### src/rtl/emern_sprite_layer.sv
// Single 8x8 monochrome sprite overlay with double-buffered (shadow/active) configuration.
// Latency: row/col/screen_inactive and syncs to rgb/h_sync/v_sync is exactly 1 clk.
// Backpressure: cfg_ready drops only in the commit cycle (row 480, col 0); all other cycles accept.
module emern_sprite_layer (
   input  logic       clk,
   input  logic       rst_n,
   input  logic [9:0] row,
   input  logic [9:0] col,
   input  logic       screen_inactive,
   input  logic       h_sync_in,
   input  logic       v_sync_in,
   input  logic       cfg_valid,
   output logic       cfg_ready,
   input  logic [2:0] cfg_addr,
   input  logic [7:0] cfg_data,
   output logic [5:0] rgb,
   output logic       h_sync,
   output logic       v_sync,
   output logic       frame_start
);

   // shadow set, written by the config port
   logic [9:0] sx, sy;
   logic [5:0] sfg, sbg;
   logic       sen;
   logic [1:0] sscale;
   logic [7:0] sbm [8];
   logic [2:0] ptr;

   // active set, used for drawing; only changes on a commit
   logic [9:0] ax, ay;
   logic [5:0] afg, abg;
   logic       aen;
   logic [1:0] ascale;
   logic [7:0] abm [8];

   logic       commit;
   logic       wr;
   logic [9:0] dx, dy, size;
   logic       hit_x, hit_y, pix;
   logic [2:0] ix, iy;
   logic [5:0] colour;

   // first vblank pixel is the only point where shadow state is published
   assign commit      = (row == 10'd480) && (col == 10'd0);
   assign cfg_ready   = ~commit | ~rst_n;
   assign frame_start = commit & rst_n;
   assign wr          = cfg_valid & ~commit;

   // shadow register writes and bitmap row pointer
   always_ff @(posedge clk) begin
      if (!rst_n) begin
         sx     <= 10'd0;
         sy     <= 10'd0;
         sfg    <= 6'h3F;
         sbg    <= 6'h00;
         sen    <= 1'b0;
         sscale <= 2'd0;
         ptr    <= 3'd0;
         for (int i = 0; i < 8; i++) sbm[i] <= 8'h00;
      end else if (wr) begin
         if (cfg_addr == 3'd7) begin
            sbm[ptr] <= cfg_data;
            ptr      <= ptr + 3'd1;
         end else begin
            ptr <= 3'd0;
         end
         case (cfg_addr)
            3'd0: sx[7:0] <= cfg_data;
            3'd1: sx[9:8] <= cfg_data[1:0];
            3'd2: sy[7:0] <= cfg_data;
            3'd3: sy[9:8] <= cfg_data[1:0];
            3'd4: sfg     <= cfg_data[5:0];
            3'd5: sbg     <= cfg_data[5:0];
            3'd6: begin
               sen    <= cfg_data[2];
               sscale <= cfg_data[1:0];
            end
            default: ;
         endcase
      end
   end

   // copy shadow into active set in the commit cycle
   always_ff @(posedge clk) begin
      if (!rst_n) begin
         ax     <= 10'd0;
         ay     <= 10'd0;
         afg    <= 6'h3F;
         abg    <= 6'h00;
         aen    <= 1'b0;
         ascale <= 2'd0;
         for (int i = 0; i < 8; i++) abm[i] <= 8'h00;
      end else if (commit) begin
         ax     <= sx;
         ay     <= sy;
         afg    <= sfg;
         abg    <= sbg;
         aen    <= sen;
         ascale <= sscale;
         for (int i = 0; i < 8; i++) abm[i] <= sbm[i];
      end
   end

   // hit test and bitmap lookup; the >= test guards the subtraction so nothing wraps
   always_comb begin
      size  = 10'd8 << ascale;
      dx    = col - ax;
      dy    = row - ay;
      hit_x = (col >= ax) && (dx < size);
      hit_y = (row >= ay) && (dy < size);
      case (ascale)
         2'd0:    begin ix = dx[2:0]; iy = dy[2:0]; end
         2'd1:    begin ix = dx[3:1]; iy = dy[3:1]; end
         2'd2:    begin ix = dx[4:2]; iy = dy[4:2]; end
         default: begin ix = dx[5:3]; iy = dy[5:3]; end
      endcase
      pix = abm[iy][3'd7 - ix];
      if (screen_inactive)
         colour = 6'h00;
      else if (aen && hit_x && hit_y && pix)
         colour = afg;
      else
         colour = abg;
   end

   // output register keeps rgb and syncs aligned
   always_ff @(posedge clk) begin
      if (!rst_n) begin
         rgb    <= 6'h00;
         h_sync <= 1'b1;
         v_sync <= 1'b1;
      end else begin
         rgb    <= colour;
         h_sync <= h_sync_in;
         v_sync <= v_sync_in;
      end
   end

endmodule
### config.mk
export PLATFORM = sky130hd
export DESIGN_NAME = emern_sprite_layer
export DESIGN_NICKNAME = d
export VERILOG_FILES = /design/src/rtl/emern_sprite_layer.sv
export SDC_FILE = /design/constraint.sdc
export NUM_CORES = 1
export LEC_CHECK = 0
export CAP_MARGIN = 5
export CORE_MARGIN = 2
export CORE_UTILIZATION = 28
export CTS_CLUSTER_DIAMETER = 150
export DETAILED_ROUTE_END_ITERATION = 6
export GPL_TIMING_DRIVEN = 0
export PLACE_DENSITY = 0.4
export SLEW_MARGIN = 20
export SYNTH_ARGS = -nofsm -noshare
export SYNTH_HDL_FRONTEND = slang
export SYNTH_SLANG_ARGS = --single-unit
### constraint.sdc
create_clock -name clk -period 6.4 [get_ports clk]
set_clock_uncertainty 0.1 [all_clocks]
set_input_delay 1.6 -clock clk [delete_from_list [all_inputs] [get_ports clk]]
set_output_delay 1.6 -clock clk [all_outputs]
set_load 0.005 [all_outputs]
# Word-level counts from Yosys, hierarchy flattened
# Memories as Yosys holds them, arrays and structs flattened.
# Index checks and enable logic that the tools add are counted.
# word_totals
register_bits	81
ram_bits	128
input_bits	37
out_inout_bits	10
word_cells	96
memories	2
# mem_list
memory	words	word_bits	read_ports	rd_ports_with_merged_regs	wr	line_no	source
abm	8	8	1	0	8	35	logic [7:0] abm [8];
sbm	8	8	8	0	8	27	logic [7:0] sbm [8];
# op_classes
n_addsub	4
magnitude_cmp	5
eq_ne	10
n_shift	1
n_mux	25
n_bitwise	13
reduce_logical	18
# op_table
op	count
$mux W8	9
$ge A10 B10 Y1	2
$lt A10 B10 Y1	2
$sub A10 B10 Y10	2
$pmux W3 S3	2
$reduce_and A2 Y1	7
$eq A3 B3 Y1 const B	4
$eq A10 B9 Y1 const B	1
$logic_not A10 Y1	1
$mux W1	10
$shl A4 B2 Y10 const A	1
$or A1 B1 Y1	9
$reduce_or A8 Y1	1
$eq A3 B2 Y1 const B	2
$logic_and A1 B1 Y1	6
$mux W3	2
$mux W6	1
$lt A3 B4 Y1 const B	1
$add A3 B1 Y3 const B	1
$bmux W1 S3	1
$eq A3 B1 Y1 const B	1
$logic_not A3 Y1	1
$sub A3 B3 Y3 const A	1
$and A1 B1 Y1	2
other kinds (5)	6

# Logic depth before layout (Yosys ltp)
# logic_depth
ltp_word	9
mapped_depth	18
mapped_depth_nobuf	18

# Worst setup path before layout
# No wires, ideal clock.
# synth_timing
path_type	input to register
start	input port col[1]
end	memory abm[0][0], enable pin
arrival_ns	4.836
path_slack_ns	1.032
stages	5
path_buffers	2
cell_sequence	or4_1 > nor4_1 > clkbuf_1 > clkbuf_1 > nand2b_1
# synth_rtl
item	line_no	source
start: declaration	8	input logic [9:0] col,
end: declaration	35	

# Worst setup path after layout
# layout_timing
start	input port col[1]
end	output port frame_start
# layout_via
elab_chain_cells	3
# layout_lines
item	line_no	source
$logic_not A10 Y1	45	assign commit = (row == 10'd480) && (col == 10'd0);
$logic_and A1 B1 Y1	45	
$and A1 B1 Y1	47	assign frame_start = commit & rst_n;
end: declaration	19	output logic frame_start
# Every way passes these cells.

==> out/qor.txt <==
WS Path Type: input pin to primary output
Synth Area in Compound Gates: 8.37%
Post-route minimum period: 5.99 ns
Maximum number of pins on one net before global-route repair: 37
Post-synthesis mux area share: 9.56%
Flop2flop setup slack: 1.72 ns
# Post-CTS Setup Buffers: 0
Post-synth top area cell: edfxtp_1
Max Slew Vio Count: 0
CORE AREA: 35500 um^2
N_diodes: 0
Gr ovfl total: 0
CTS root buf: clkbuf_16
PwrDens: 266 nW/um^2
Clk_lat worst skew: 0.51 ns
Period Utilization, post-route: 93.6%
RSZ-0062 raised after global routing: false
Setup TNS: 0 ns
Data required time of the worst path: 4.70 ns
EDFF count, synth: 128
Cell Rows: 69
Worst ir drop on vdd: 0.182 mV
CTS H-tree depth: 1
Fillers: 3596
Sequential power share: 46.2%
Net Sw Power: 0.717 mW
Hold slack: 0.366 ns
Hold-fix buffers, CTS: 0
Lkg Pwr: 4.45 nW
Simple-gate area share of the yosys netlist: 19.5%
Startpoint Class: input pin
Clock power frac: 46.4%
Die ar.: 37500 um^2
Die height: 194 um
Area growth, synth to finish: 19.2%
GRT Overall Usage: 15.0%
Post-place setup slack: -0.580 ns
Worst hold path type: register to register
Worst-path clk slew: 0.06 ns
# setup viols final: 0
FMAX: 0.167 GHz
Final ANT Viol Nets: 0
Clock Sinks: 209
Critical Path Fanout Max: 19
Initial DRC Count: 341
Placer Congestion: 0.767
Maximum clock path buffer count: 3
Status: completed
Most frequent cells in the layout: edfxtp_1 (128), and2_1 (83), dfxtp_1 (81)
Max-Cap Viols: 0
Final nets: 1025
Net Sw Frac: 22.5%
Top cell type's share of synthesized area: 38.1%
DRC viols: 0
I/O pin total: 47
Register area share after synthesis: 54.2%
Initial antenna violation count: 1
Share of power burned in combinational logic: 7.4%
Vias in the first global route: 6627
TritonCTS clock tree: done
Setup WS post-layout: 0.412 ns
Port-buffer cells: 45
Final core utilization: 33.9%
Fin. Hold Viols: 0
Top cells by area in the synthesized netlist: edfxtp_1 (38%), dfxtp_1 (16%), mux2i_1 (7.2%), and2_1 (5.2%), ha_1 (3.6%)
Slew HR: 40.8%
CP Data Arrival Time: 4.29 ns
Post-Syn Instances: 885
Synth unique cells: 71
CTS Buf Count: 24
CP endpoint kind: primary output
Chip width: 194 um
Syn nets: 953
Largest family of logic cells by synthesized area: simple AND/OR/NAND/NOR gates
WL final: 28.2 mm
Detailed placer's ending HPWL: 20.5 mm
Commonest non-fill, non-tap cell in the layout: edfxtp_1
Post-Layout Inst Area: 12000 um^2
Synth Area per Inst: 11.4 um^2
Initial core utilization: 28.4%
DR WL/cell: 19.7 um
Internal power: 2.47 mW
Syn. warnings: 0
Via density: 4.59
Synth Flop Type: edfxtp_1
Post-synth design cell area: 10100 um^2
Yosys reg bits: 209
Async SR Flop Fraction: 0%
First-pass GRT wire length: 42.8 mm
Total iterations of the first detailed-routing run: 5
Placed Area: 11100 um^2
Synth Area in XOR/XNOR: 0.782%
Slew @ Worst Pin: 0.888 ns
Layout cells sized above 1: 8.21%
Post-synthesis adder-cell area fraction: 4.00%
Via Count: 6585
critical path, stage by stage:
cell and delay, ns:
clkdlybuf4s50_1 0.48, or4_1 0.64, nor4_4 0.46, buf_4 0.37, nand2_1 0.15, inv_1 0.09
clkdlybuf4s50_1 0.49
registers in the layout, summed over array words and instances, names as in the netlist:
name / count
abm: 64
sbm: 64
ax: 10
ay: 10
sx: 10
sy: 10
abg: 6
afg: 6
rgb: 6
sbg: 6
sfg: 6
ptr: 3
ascale: 2
sscale: 2
aen: 1
h_sync: 1
sen: 1
v_sync: 1
cells in the mapped netlist, types with 6 or more instances:
library cell and instances:
dfxtp_1 81, mux2i_1 73, a21o_1 6, o21ai_0 20, ha_1 29, a21oi_1 21, and2_1 83, nand3_1 39
nand2b_1 16, edfxtp_1 128, xnor2_1 7, nor2b_1 49, mux2_2 7, inv_1 36, and3_1 49, clkbuf_1 36
nor3_1 7, a21boi_0 22, o21a_1 7, nand2_1 54, nor2_1 25
cell type report:
class                      count  area [um^2]  area share, %
tap                          461          577           4.80
clock buffer                  31          689           5.74
sequential                   209         5470           45.5
buffer                        48          224           1.86
multi-input combinational    591         4280           35.6
inverter                      36          135           1.12
clock inverter                13          164           1.36
timing repair buffer          47          478           3.98
logic make-up after synthesis:
group,after synthesis
flops,209
compound gates,114
fa+ha+maj,31
mux,87
xor+xnor,9
simple gates,350
buf+inv,85
final timing paths:
path,depth (start not counted),endpoint,from
max,7,frame_start,col[1]
min,2,sbg[4],sbg[4]
max reg2reg,12,rgb[5],ay[0]
min reg2reg,2,sbg[4],sbg[4]
power groups by stage:
stage          logic [mW]  registers (mW)  clock network, mW
2_1_floorplan       0.142            1.50                  0
3_3_place_gp        0.240            1.50                  0
5_1_grt             0.263            1.48               1.56
3_5_place_dp        0.242            1.50                  0
6_report            0.237            1.47               1.48
4_1_cts             0.243            1.47               1.52
routing by layer:
layer,vias to the layer above,GRT usage (%),part of all wire (%)
met1,3159,22.0,51
met4,0,2.66,1.1
met2,87,24.2,45
li1,3319,-,-
met5,-,0,0
met3,20,1.46,2.4
per-stage QoR:
step                power (mW)  cells
finish                    3.19   1436
global route              3.30   1436
CTS                       3.23   1437
detailed placement        1.74   1393
global placement          1.75   1391
floorplan                 1.64    885
what timing repair did:
action                                  CTS  global route
endpoints found under the hold margin     0             0
endpoints found under the setup margin    2             5
resized for setup                         3             2
pin swaps                                 1             1
(Power assumes the default switching activity.)
